File: src/rtl/label_loader_if.sv
`default_nettype none
// ============================================================================
//  Module      : label_loader_if
//  Description : Label byte stream handshake plus label RAM write port and
//                load status, bundled between the byte source and the loader.
//  Revision    : 1.0 - initial release
// ============================================================================
interface label_loader_if #(
    parameter int ADDR_W = 9
);
    logic              start;
    logic [7:0]        in_data;
    logic              in_valid;
    logic              in_ready;
    logic [ADDR_W-1:0] wr_addr;
    logic [7:0]        wr_data;
    logic              wr_en;
    logic              busy;
    logic              done;
    logic              err_range;
    logic [ADDR_W:0]   count;
    logic [15:0]       checksum;

    modport master (
        output start, in_data, in_valid,
        input  in_ready, wr_addr, wr_data, wr_en, busy, done, err_range, count, checksum
    );

    modport slave (
        input  start, in_data, in_valid,
        output in_ready, wr_addr, wr_data, wr_en, busy, done, err_range, count, checksum
    );
endinterface
`default_nettype wire

File: src/rtl/label_loader.sv
`default_nettype none
// ============================================================================
//  Module      : label_loader
//  Description : Write side of the label RAM: streams label bytes into the RAM
//                from address 0, tracking count, checksum and range errors.
//  Revision    : 1.0 - initial release
// ============================================================================
module label_loader #(
    parameter int NUM_LABELS = 512,
    parameter int ADDR_W     = 9,
    parameter int CLASSES    = 10
) (
    input  wire             clk,
    input  wire             rst,
    label_loader_if.slave   bus
);
    localparam logic [1:0] S_IDLE = 2'd0;
    localparam logic [1:0] S_LOAD = 2'd1;
    localparam logic [1:0] S_DONE = 2'd2;

    localparam logic [ADDR_W:0] C_LAST_CNT = (ADDR_W+1)'(NUM_LABELS - 1);
    localparam logic [8:0]      C_CLASSES  = 9'(CLASSES);

    logic [1:0]        r_state;
    logic [ADDR_W-1:0] r_wr_addr;
    logic [7:0]        r_wr_data;
    logic              r_wr_en;
    logic              r_err_range;
    logic [ADDR_W:0]   r_count;
    logic [15:0]       r_checksum;

    logic              w_in_ready;
    logic              w_accept;
    logic              w_out_of_range;

    // A start pulse always wins over data in the same cycle, so the restart
    // never races with a byte being consumed.
    assign w_in_ready     = (r_state == S_LOAD) && !bus.start;
    assign w_accept       = bus.in_valid && w_in_ready;
    assign w_out_of_range = ({1'b0, bus.in_data} >= C_CLASSES);

    always_ff @(posedge clk) begin
        if (rst) begin
            r_state     <= S_IDLE;
            r_wr_addr   <= '0;
            r_wr_data   <= '0;
            r_wr_en     <= 1'b0;
            r_err_range <= 1'b0;
            r_count     <= '0;
            r_checksum  <= '0;
        end else begin
            r_wr_en <= 1'b0;
            if (bus.start) begin
                r_state     <= S_LOAD;
                r_err_range <= 1'b0;
                r_count     <= '0;
                r_checksum  <= '0;
            end else begin
                case (r_state)
                    S_LOAD: begin
                        if (w_accept) begin
                            r_wr_en     <= 1'b1;
                            r_wr_addr   <= r_count[ADDR_W-1:0];
                            r_wr_data   <= bus.in_data;
                            r_count     <= r_count + 1'b1;
                            r_checksum  <= r_checksum + {8'd0, bus.in_data};
                            r_err_range <= r_err_range | w_out_of_range;
                            if (r_count == C_LAST_CNT) begin
                                r_state <= S_DONE;
                            end
                        end
                    end
                    S_IDLE, S_DONE: begin
                        r_state <= r_state;
                    end
                    default: begin
                        r_state <= S_IDLE;
                    end
                endcase
            end
        end
    end

    assign bus.in_ready  = w_in_ready;
    assign bus.wr_addr   = r_wr_addr;
    assign bus.wr_data   = r_wr_data;
    assign bus.wr_en     = r_wr_en;
    assign bus.busy      = (r_state == S_LOAD);
    assign bus.done      = (r_state == S_DONE);
    assign bus.err_range = r_err_range;
    assign bus.count     = r_count;
    assign bus.checksum  = r_checksum;
endmodule
`default_nettype wire

File: src/flat_wrapper.sv
// flat-port wrapper written by rule: the top's interface ports become plain ports
module label_loader_flat 
#(
    parameter int NUM_LABELS = 512,
    parameter int ADDR_W     = 9,
    parameter int CLASSES    = 10
)
  (clk, rst, bus_start, bus_in_data, bus_in_valid, bus_in_ready, bus_wr_addr, bus_wr_data, bus_wr_en, bus_busy, bus_done, bus_err_range, bus_count, bus_checksum);
  label_loader_if #(.ADDR_W(ADDR_W)) bus_i ();
  input  wire clk;
  input  wire rst;
  input wire logic [$bits(bus_i.start)-1:0] bus_start;
  input wire logic [$bits(bus_i.in_data)-1:0] bus_in_data;
  input wire logic [$bits(bus_i.in_valid)-1:0] bus_in_valid;
  output wire logic [$bits(bus_i.in_ready)-1:0] bus_in_ready;
  output wire logic [$bits(bus_i.wr_addr)-1:0] bus_wr_addr;
  output wire logic [$bits(bus_i.wr_data)-1:0] bus_wr_data;
  output wire logic [$bits(bus_i.wr_en)-1:0] bus_wr_en;
  output wire logic [$bits(bus_i.busy)-1:0] bus_busy;
  output wire logic [$bits(bus_i.done)-1:0] bus_done;
  output wire logic [$bits(bus_i.err_range)-1:0] bus_err_range;
  output wire logic [$bits(bus_i.count)-1:0] bus_count;
  output wire logic [$bits(bus_i.checksum)-1:0] bus_checksum;
  assign bus_i.start = bus_start;
  assign bus_i.in_data = bus_in_data;
  assign bus_i.in_valid = bus_in_valid;
  assign bus_in_ready = bus_i.in_ready;
  assign bus_wr_addr = bus_i.wr_addr;
  assign bus_wr_data = bus_i.wr_data;
  assign bus_wr_en = bus_i.wr_en;
  assign bus_busy = bus_i.busy;
  assign bus_done = bus_i.done;
  assign bus_err_range = bus_i.err_range;
  assign bus_count = bus_i.count;
  assign bus_checksum = bus_i.checksum;
  label_loader #(.NUM_LABELS(NUM_LABELS), .ADDR_W(ADDR_W), .CLASSES(CLASSES)) u_core (.clk(clk), .rst(rst), .bus(bus_i));
endmodule
File: config.mk
export PLATFORM = sky130hd
export DESIGN_NAME = label_loader_flat
export DESIGN_NICKNAME = d
export VERILOG_FILES = /design/src/rtl/label_loader_if.sv /design/src/rtl/label_loader.sv /design/src/flat_wrapper.sv
export SDC_FILE = /design/constraint.sdc
export NUM_CORES = 1
export LEC_CHECK = 0
export CAP_MARGIN = 10
export CORE_MARGIN = 4
export CORE_UTILIZATION = 40
export CTS_CLUSTER_DIAMETER = 120
export DETAILED_ROUTE_END_ITERATION = 12
export PLACE_DENSITY = 0.72
export SLEW_MARGIN = 5
export SYNTH_ARGS = -nofsm -noshare
export SYNTH_HDL_FRONTEND = slang
export SYNTH_SLANG_ARGS = --single-unit
File: constraint.sdc
create_clock -name clk -period 3.7 [get_ports clk]
set_input_delay 0.37 -clock clk [delete_from_list [all_inputs] [get_ports clk]]
set_output_delay 0.37 -clock clk [all_outputs]
set_load 0.05 [all_outputs]
==> metrics.md, run 1 <==
| Metric | Value |
|---|---|
| Via/cell ratio | `between 5 and 6` |
| Die width | `between 80 and 90 µm` |
| Site row count | `27` |
| Fin. Hold Viols | `0` |
| Most frequent cells in the layout | `59 x clkdlybuf4s50_1, 50 x nand2_1, 47 x dfxtp_1` |
| Core area | `around 0.0055 mm²` |
| Data arrival time of the critical path | `about 2.0 ns` |
| Synth unique cells | `45` |
| Max Freq | `about 420 MHz` |
| Die ar. | `0.00698 mm²` |
| CP max FO | `11` |
| I/O Pins | `60` |
| Area delta synth->final | `32.5%` |
| Syn nets | `between 200 and 300` |
| Post-route ant nets | `0` |
| Actual slew at the worst max-slew pin | `between 0.5 and 0.6 ns` |
| Post_cts resized | `0` |
| Startpoint types | `input port` |
| Number of global-route vias before repair | `about 2,100` |
| CTS H-tree depth | `2` |
| Setup_tns | `0 ns` |
| Maxcap violations | `0` |
| Post-synth EDFFs | `0` |
| Syn. warnings | `0` |
| Min-delay worst type | `reg -> reg` |
| Clk sink count | `47` |
| CTS Hold Bufs | `0` |
| CTS tree | `yes` |
| Mapped cell area | `0.00228 mm²` |
| Peak VDD IR | `between 150 and 200 µV` |
| R2R Path Start | `u_core.bus.checksum[0]$_SDFFE_PP0P_` |
| Cell count after synthesis | `271` |
| Iteration-0 DRC Markers | `70` |
| Vias | `2,104` |
| Setup crit end kind | `primary output` |
| Layout cell share with drive strength beyond 1 | `around 6.7%` |
| Clk Latency, worst-skew pair | `about 0.3 ns` |
| P_leak | `around 1 nW` |
| Root Driver | `clkbuf_8` |
| Final worst path period share | `64.3%` |
| Syn_area_per_cell | `8.43 µm²` |
| Postcts setup bufs | `0` |
| Crit path from | `bus_start` |
| Slew Viols, Final | `0` |
| First-pass GRT wire length | `9640 µm` |
| Minimum clock period | `about 2.4 ns` |
| Final core occ | `between 50% and 60%` |
| Hold Startpoint | `u_core.bus.wr_addr[6]$_SDFFE_PP0P_` |
| Status | `finished clean` |
| Post-synthesis sequential area ratio | `roughly two fifths` |
| Worst Clk Skew | `around 0.0026 ns` |
| Final nets | `350` |
| Initial cell density of the core | `between 40% and 50%` |
| Final setup vio count | `0` |
| Fraction of registers with async set/reset | `0%` |
| Synth Register Bits | `47` |
| RSZ-0062 raised after global routing | `false` |
| CTS buffer count | `5` |
| DRC viols | `0` |
| Wirelength per Cell | `14.1 µm` |
| Maximum clock path buffer count | `2` |
| Slew headroom | `around 63%` |
| Inserted Diodes | `0` |
| Chip height | `between 80 and 90 µm` |
| Grt ovf | `0` |
| PD cells | `a little over 300 mW/mm²` |
| Antenna violations before repair | `0` |
| DR pass1 iterations | `4` |
| Buffers on Ports | `~60` |
| Required @ worst endpoint | `about 3.3 ns` |
| Worst setup path category | `in -> out` |
| GRT Resource Usage Total | `around 17%` |
| Dpl hpwl | `around 4000 µm` |
| Pin count of the biggest net entering global routing | `35` |
| Post-synth top flop | `dfxtp_1` |
| Routability Congestion | `just under 0.8` |
| Total power | `approximately 900 µW` |
| WL final | `around 5700 µm` |
| Most common cell after layout, fill and taps aside | `clkdlybuf4s50_1` |
| Worst-path clk slew | `approximately 0.09 ns` |
-- state kept, by name, summed over array words and instances (netlist names) --
signal                flops
u_core.bus.count         10
u_core.bus.err_range      1
u_core.bus.wr_data        8
u_core.bus.wr_addr        9
u_core.r_state            2
u_core.bus.checksum      16
u_core.bus.wr_en          1
-- per-layer routing --
metal | global-route usage (%) | routed length, µm | vias up
met1 | 20.0 | 2630 | 977
li1 | - | - | 1072
met5 | 0 | 0 | -
met2 | 28.3 | 2690 | 47
met4 | 5.85 | 99 | 0
met3 | 4.34 | 247 | 8
-- report_power, final --
part / internal, mW / switching, mW / total, mW
clock: 0.133 / 0.178 / 0.311
combinational: 0.0375 / 0.0654 / 0.103
sequential: 0.510 / 0.00323 / 0.514
-- cells in the mapped netlist (4+ instances only) --
master / n / area (µm²)
mux2i_1: 5 / 50.1
a211oi_1: 6 / 45.0
or3_1: 5 / 31.3
nand3_1: 10 / 50.1
nand2_1: 50 / 188
o31ai_1: 4 / 30.0
ha_1: 9 / 113
inv_1: 8 / 30.0
nor3_1: 6 / 30.0
xnor2_1: 5 / 43.8
or2_2: 4 / 25.0
nand4_1: 4 / 25.0
a21oi_1: 28 / 140
dfxtp_1: 47 / 941
o21ai_0: 6 / 30.0
clkbuf_1: 10 / 37.5
nor2_1: 16 / 60.1
xor2_1: 6 / 52.6
-- cells by family after synthesis --
group	count (synthesis)	share of synthesized area, %
XOR/XNOR	11	4.22
AND/OR/NAND/NOR	114	24.5
adder cells (fa/ha/maj)	10	5.81
multiplexers	5	2.19
buffers and inverters	23	4.38
flip-flops	47	41.2
AO/OA/AOI/OAI	61	17.7
-- critical path: stages --
cell and delay [ns]:
clkdlybuf4s50_1 0.57, inv_1 0.14, and2_1 0.13, clkdlybuf4s50_1 0.80
-- through the flow --
step	area, µm²	worst slack, ns	hold slack [ns]	instances
after floorplan	2280	1.51	0.485	271
after global placement	2940	1.21	0.444	393
after detailed placement	2940	1.15	0.448	393
after CTS	3030	1.32	0.462	401
after global routing	3030	1.25	0.488	401
final	3030	1.32	0.458	401
-- final cells by class --
| class | count | area [µm²] |
|---|---|---|
| multi-input cells | 201 | 1240 |
| well taps | 72 | 90.1 |
| fillers | 547 | 2480 |
| clock inverters | 3 | 18.8 |
| inverters | 8 | 30.0 |
| clock buffers | 5 | 68.8 |
| flip-flops and latches | 47 | 941 |
| repair buffers | 65 | 636 |
-- worst paths after layout --
kind / slack [ns] / cells past startpoint / end
setup / recovery: 1.32 / 4 / bus_in_ready
hold / removal: 0.46 / 2 / u_core.bus.wr_addr[6]$_SDFFE_PP0P_
setup reg to reg: 1.61 / 6 / u_core.bus.checksum[14]$_SDFFE_PP0P_
hold reg to reg: 0.46 / 2 / u_core.bus.wr_addr[6]$_SDFFE_PP0P_
Power figures use the tool's default switching activity.
==> run 2, diff against run 1 <==
--- a/config.mk
+++ b/config.mk
@@ -10,7 +10,7 @@
 export CORE_UTILIZATION = 40
 export CTS_CLUSTER_DIAMETER = 120
 export DETAILED_ROUTE_END_ITERATION = 12
-export PLACE_DENSITY = 0.72
+export PLACE_DENSITY = 0.74
 export SLEW_MARGIN = 5
 export SYNTH_ARGS = -nofsm -noshare
 export SYNTH_HDL_FRONTEND = slang
==> constraint.sdc (replaced) <==
create_clock -name clk -period 2.05 [get_ports clk]
set_input_delay 0.205 -clock clk [delete_from_list [all_inputs] [get_ports clk]]
set_output_delay 0.205 -clock clk [all_outputs]
set_load 0.05 [all_outputs]
==> metrics.md, run 2 (same netlist as run 1, synthesis figures left out) <==
| Metric | Value |
|---|---|
| Final core occ | `59.0% (was 55.0%)` |
| Post-route ant nets | `0 (unchanged)` |
| Die ar. | `0.00698 mm² (unchanged)` |
| Worst setup margin | `0.100 ns (was 1.32 ns)` |
| Pin count of the biggest net entering global routing | `34 (was 35)` |
| P_leak | `1.16 nW (was 1.02 nW)` |
| CTS buffer count | `5 (unchanged)` |
| Crit path from | `u_core.r_state[0]$_SDFFE_PP0P_ (was bus_start)` |
| Data arrival time of the critical path | `1.74 ns (was 2.01 ns)` |
| Placed Area | `0.00314 mm² (was 0.00294 mm²)` |
| Comb power frac | `12.4% (was 11.1%)` |
| Die width | `83.6 µm (unchanged)` |
| P_int | `1.29 mW (was 681 µW)` |
| Initial cell density of the core | `41.5% (unchanged)` |
| CTS Hold Bufs | `0 (unchanged)` |
| Routability Congestion | `0.876 (was 0.773)` |
| DR pass1 iterations | `4 (unchanged)` |
| Root Driver | `clkbuf_8 (unchanged)` |
| Status | `finished clean (unchanged)` |
| Chip height | `83.6 µm (unchanged)` |
| Largest register FFs | `16 (unchanged)` |
| Final setup vio count | `0 (unchanged)` |
| Worst Clk Skew | `0.00874 ns (was 0.00261 ns)` |
| Grt ovf | `0 (unchanged)` |
| DRC viols | `0 (unchanged)` |
| Area delta synth->final | `42.3% (was 32.5%)` |
| Hold Startpoint | `u_core.bus.wr_addr[3]$_SDFFE_PP0P_ (was u_core.bus.wr_addr[6]$_SDFFE_PP0P_)` |
| Filler cell count in the final layout | `490 (was 547)` |
| Final worst path period share | `roughly 95%` |
| Via/cell ratio | `5.19 (was 5.25)` |
| Setup crit end kind | `primary output (unchanged)` |
| Seq pwr share | `53.0% (was 55.4%)` |
| Layout cell share with drive strength beyond 1 | `14.2% (was 6.69%)` |
| Buffers on Ports | `59 (unchanged)` |
| CTS H-tree depth | `2 (unchanged)` |
| Peak VDD IR | `338 µV (was 192 µV)` |
| PD cells | `538 mW/mm² (was 306 mW/mm²)` |
| Worst-path clk slew | `0.09 ns (about the same)` |
| Wirelength per Cell | `13.6 µm (was 14.1 µm)` |
| Most frequent cells in the layout | `58 x clkdlybuf4s50_1, 50 x nand2_1, 45 x dfxtp_1 (was 59 x clkdlybuf4s50_1, 50 x nand2_1, 47 x dfxtp_1)` |
| R2R Path Start | `u_core.bus.checksum[0]$_SDFFE_PP0P_ (unchanged)` |
| Maximum clock path buffer count | `2 (unchanged)` |
| Worst setup path category | `reg -> out (was in -> out)` |
| CP max FO | `4 (was 11)` |
| Most common cell after layout, fill and taps aside | `clkdlybuf4s50_1 (unchanged)` |
| Clk sink count | `47 (unchanged)` |
| WL final | `5790 µm (was 5670 µm)` |
| Final nets | `374 (was 350)` |
| CP max stage delay | `0.84 ns (was 0.80 ns)` |
| Inserted Diodes | `0 (unchanged)` |
| RSZ-0062 raised after global routing | `false (unchanged)` |
| Required @ worst endpoint | `1.85 ns (was 3.33 ns)` |
| Slew Viols, Final | `0 (unchanged)` |
| Power share of the clock group | `34.6% (was 33.5%)` |
| Startpoint types | `flop (was input port)` |
| Sw Ratio | `26.2% (was 26.6%)` |
| Vias | `2,205 (was 2,104)` |
| Min-delay worst type | `reg -> reg (unchanged)` |
| Antenna violations before repair | `0 (unchanged)` |
| First-pass GRT wire length | `9950 µm (was 9640 µm)` |
| Clk Latency, worst-skew pair | `0.30 ns (about the same)` |
| Slew headroom | `65.3% (was 63.5%)` |
| Minimum clock period | `1.95 ns` |
| Critical path cell sequence | `nor2b_1, clkdlybuf4s50_1 (was clkdlybuf4s50_1, inv_1, and2_1, clkdlybuf4s50_1)` |
| Setup_tns | `0 ns (unchanged)` |
| Site row count | `27 (unchanged)` |
| Dpl hpwl | `4340 µm (was 4010 µm)` |
| Slowest-stage cell, CP | `clkdlybuf4s50_1 (unchanged)` |
| Sw power | `459 µW (was 247 µW)` |
| Total power | `1.75 mW (was 928 µW)` |
| CTS tree | `yes (unchanged)` |
| Number of global-route vias before repair | `2,174 (was 2,083)` |
| Maxcap violations | `0 (unchanged)` |
| Core area | `0.00551 mm² (unchanged)` |
| Worst slack, placed | `-0.240 ns (was 1.15 ns)` |
| Actual slew at the worst max-slew pin | `0.518 ns (was 0.548 ns)` |
| Max Freq | `about 510 MHz` |
| Iteration-0 DRC Markers | `84 (was 70)` |
| GRT Resource Usage Total | `16.9% (was 16.6%)` |
| I/O Pins | `60 (unchanged)` |
| Final instance area | `0.00325 mm² (was 0.00303 mm²)` |
| Fin. Hold Viols | `0 (unchanged)` |
[run 2: final timing paths]
check / to / slack [ns] / depth (start not counted)
setup / recovery: bus_busy / 0.10 / 2
hold / removal: u_core.bus.wr_addr[3]$_SDFFE_PP0P_ / 0.46 / 2
setup reg to reg: u_core.bus.checksum[14]$_SDFFE_PP0P_ / 0.14 / 6
hold reg to reg: u_core.bus.wr_addr[3]$_SDFFE_PP0P_ / 0.46 / 2
[run 2: worst max-delay path, delay by kind of cell, from the launching register on]
kind	cells	cell delay (ns)
AND/OR/NAND/NOR	1	0.23
flip-flops	1	0.37
buffers and inverters	1	0.84
[run 2: repair_timing]
action | CTS | global route
endpoints found under the setup margin | 0 | 4
resized for setup | 0 | 1
setup buffers | 0 | 0
hold endpoints to repair | 0 | 0
[run 2: final cells by class]
cell class / instances / area [µm²] / area share [%]
multi-input combinational: 201 / 1250 / 38.4
sequential: 47 / 943 / 29.0
timing repair buffer: 89 / 838 / 25.8
tap: 72 / 90.1 / 2.77
clock buffer: 6 / 82.6 / 2.54
inverter: 8 / 30.0 / 0.924
clock inverter: 2 / 16.3 / 0.501
[run 2: power by group through the flow]
| stage | Combinational [mW] | Sequential [mW] | Clock, mW |
|---|---|---|---|
| floorplan | 0.0907 | 0.974 | 0 |
| finish | 0.218 | 0.927 | 0.605 |
| global placement | 0.213 | 0.948 | 0 |
| global route | 0.235 | 0.929 | 0.659 |
| CTS | 0.217 | 0.927 | 0.631 |
| detailed placement | 0.216 | 0.949 | 0 |
[run 2: stage by stage]
step	instances	hold WS [ns]
detailed placement	417	0.450
CTS	425	0.463
floorplan	271	0.320
global placement	417	0.443
finish	425	0.457
global route	425	0.489
[run 2: per-layer routing]
layer  GRT usage, %  share of wire (%)
met5              0                  0
met4           4.68                1.3
met3           5.13                5.6
met2           28.7                 48
met1           20.6                 45
==> run 3, diff against run 2 <==
--- a/config.mk
+++ b/config.mk
@@ -6,11 +6,11 @@
 export NUM_CORES = 1
 export LEC_CHECK = 0
 export CAP_MARGIN = 10
-export CORE_MARGIN = 4
-export CORE_UTILIZATION = 40
+export CORE_MARGIN = 2
+export CORE_UTILIZATION = 44
 export CTS_CLUSTER_DIAMETER = 120
 export DETAILED_ROUTE_END_ITERATION = 12
-export PLACE_DENSITY = 0.74
+export PLACE_DENSITY = 0.8
 export SLEW_MARGIN = 5
 export SYNTH_ARGS = -nofsm -noshare
 export SYNTH_HDL_FRONTEND = slang
==> metrics.md, run 3 (same netlist as run 1, synthesis figures left out) <==
| Metric | Value |
|---|---|
| Status | `finished clean (unchanged)` |
| Largest register FFs | `16 (unchanged)` |
| Slew headroom | `65.5% (was 65.3%)` |
| DRC viols | `0 (unchanged)` |
| Placed Cells | `411 (was 417)` |
| Peak VDD IR | `310 µV (was 338 µV)` |
| Startpoint types | `flop (unchanged)` |
| Total power | `1.74 mW (was 1.75 mW)` |
| Worst slack, placed | `-0.314 ns (was -0.240 ns)` |
| Required @ worst endpoint | `1.85 ns (about the same)` |
| Final nets | `370 (was 374)` |
| CTS Hold Bufs | `0 (unchanged)` |
| Slew Viols, Final | `0 (unchanged)` |
| CTS buffer count | `5 (unchanged)` |
| Area delta synth->final | `41.2% (was 42.3%)` |
| Global route hottest layer | `met2 (unchanged)` |
| WL final | `5810 µm (was 5790 µm)` |
| Max Freq | `513 MHz (about the same)` |
| Worst setup path category | `reg -> out (unchanged)` |
| Layout cell share with drive strength beyond 1 | `13.8% (was 14.2%)` |
| Final instance area | `0.00322 mm² (was 0.00325 mm²)` |
| Clk sink count | `47 (unchanged)` |
| Placed Area | `0.00311 mm² (was 0.00314 mm²)` |
| Worst hold stages | `2 (unchanged)` |
| Final setup vio count | `0 (unchanged)` |
| Finished Layout Cells | `419 (was 425)` |
| Initial cell density of the core | `45.3% (was 41.5%)` |
| M1 GR Usage | `24.3% (was 20.6%)` |
| CP max FO | `4 (unchanged)` |
| Most frequent cells in the layout | `58 x clkdlybuf4s50_1, 50 x nand2_1, 45 x dfxtp_1 (unchanged)` |
| Setup_tns | `0 ns (unchanged)` |
| Wirelength per Cell | `13.9 µm (was 13.6 µm)` |
| Root Driver | `clkbuf_8 (unchanged)` |
| PD cells | `539 mW/mm² (was 538 mW/mm²)` |
| Pin count of the biggest net entering global routing | `34 (unchanged)` |
| DR pass1 iterations | `4 (unchanged)` |
| GR Util met3 | `4.27% (was 5.13%)` |
| I/O Pins | `60 (unchanged)` |
| Core area | `0.00504 mm² (was 0.00551 mm²)` |
| Number of global-route vias before repair | `2,152 (was 2,174)` |
| Setup crit end kind | `primary output (unchanged)` |
| RSZ-0062 raised after global routing | `false (unchanged)` |
| Worst Clk Skew | `0.0113 ns (was 0.00874 ns)` |
| Most common cell after layout, fill and taps aside | `clkdlybuf4s50_1 (unchanged)` |
| Iteration-0 DRC Markers | `116 (was 84)` |
| Site row count | `26 (was 27)` |
| Register-to-Register Path Depth | `7 (was 6)` |
| Final worst path period share | `95.1% (about the same)` |
| Min-delay worst type | `reg -> reg (unchanged)` |
| Inserted Diodes | `0 (unchanged)` |
| CTS H-tree depth | `2 (unchanged)` |
| Chip height | `76.0 µm (was 83.6 µm)` |
| Die width | `76.0 µm (was 83.6 µm)` |
| Via/cell ratio | `5.23 (was 5.19)` |
| Antenna violations before repair | `0 (unchanged)` |
| Clk Latency, worst-skew pair | `0.31 ns (was 0.30 ns)` |
| Grt ovf | `0 (unchanged)` |
| GR Util met2 | `35.2% (was 28.7%)` |
| Dpl hpwl | `4190 µm (was 4340 µm)` |
| Fin. Hold Viols | `0 (unchanged)` |
| Actual slew at the worst max-slew pin | `0.516 ns (was 0.518 ns)` |
| First-pass GRT wire length | `9610 µm (was 9950 µm)` |
| P_leak | `1.14 nW (was 1.16 nW)` |
| GRT Resource Usage Total | `19.9% (was 16.9%)` |
| CTS tree | `yes (unchanged)` |
| Post-route ant nets | `0 (unchanged)` |
| Maximum clock path buffer count | `2 (unchanged)` |
| Minimum clock period | `1.95 ns (about the same)` |
| Data arrival time of the critical path | `1.74 ns (about the same)` |
| Worst-path clk slew | `0.09 ns (about the same)` |
| Routability Congestion | `0.795 (was 0.876)` |
| Vias | `2,193 (was 2,205)` |
| Worst setup margin | `0.100 ns (about the same)` |
| Buffers on Ports | `59 (unchanged)` |
| Maxcap violations | `0 (unchanged)` |
| Die ar. | `0.00578 mm² (was 0.00698 mm²)` |
==> run 3: changes by cell type in the layout (fill, tap and decap cells not counted), sizes merged <==
cell | previous run | this run
buf | 31 | 27
clkinv | 1 | 2
clkbuf | 6 | 5
==> run 3: path summary, 6_finish.rpt <==
| check | end | slack [ns] | startpoint |
|---|---|---|---|
| max | bus_busy | 0.10 | u_core.r_state[0]$_SDFFE_PP0P_ |
| min | u_core.bus.wr_data[1]$_SDFFE_PP0P_ | 0.46 | u_core.bus.wr_data[1]$_SDFFE_PP0P_ |
| max reg2reg | u_core.bus.checksum[4]$_SDFFE_PP0P_ | 0.15 | u_core.bus.checksum[0]$_SDFFE_PP0P_ |
| min reg2reg | u_core.bus.wr_data[1]$_SDFFE_PP0P_ | 0.46 | u_core.bus.wr_data[1]$_SDFFE_PP0P_ |
==> run 3: worst max-delay path: stages, from the launching register on <==
cell             delay (ns)
dfxtp_1                0.37
nor2b_1                0.23
clkdlybuf4s50_1        0.84
==> run 3: power breakdown <==
| group | switching, mW | internal, mW |
|---|---|---|
| clock network | 0.347 | 0.244 |
| registers | 0.00610 | 0.921 |
| logic | 0.125 | 0.0931 |
==> run 3: cell type report <==
cell class | count | area (µm²)
fill | 426 | 1820
multi-input combinational | 201 | 1260
sequential | 47 | 943
timing repair buffer | 85 | 808
tap | 70 | 87.6
clock buffer | 5 | 68.8
inverter | 8 | 30.0
clock inverter | 3 | 25.0
==> run 3: metal layers <==
layer | vias to the layer above | wire, µm
li1 | 1102 | -
met1 | 1025 | 2580
met4 | 0 | 100
met2 | 55 | 2880
met5 | - | 0
met3 | 11 | 248
==> run 3: per-stage QoR <==
step	hold slack, ns	utilization [%]
2_1_floorplan	0.320	-
3_3_place_gp	0.442	61.7
3_5_place_dp	0.446	61.7
4_1_cts	0.459	63.6
5_1_grt	0.492	63.9
6_report	0.457	63.9
==> run 3: timing repair <==
item,4_1_cts,5_1_grt
resized for setup,0,4
endpoints found under the setup margin,1,8
pin swaps,1,0
setup buffers,0,0
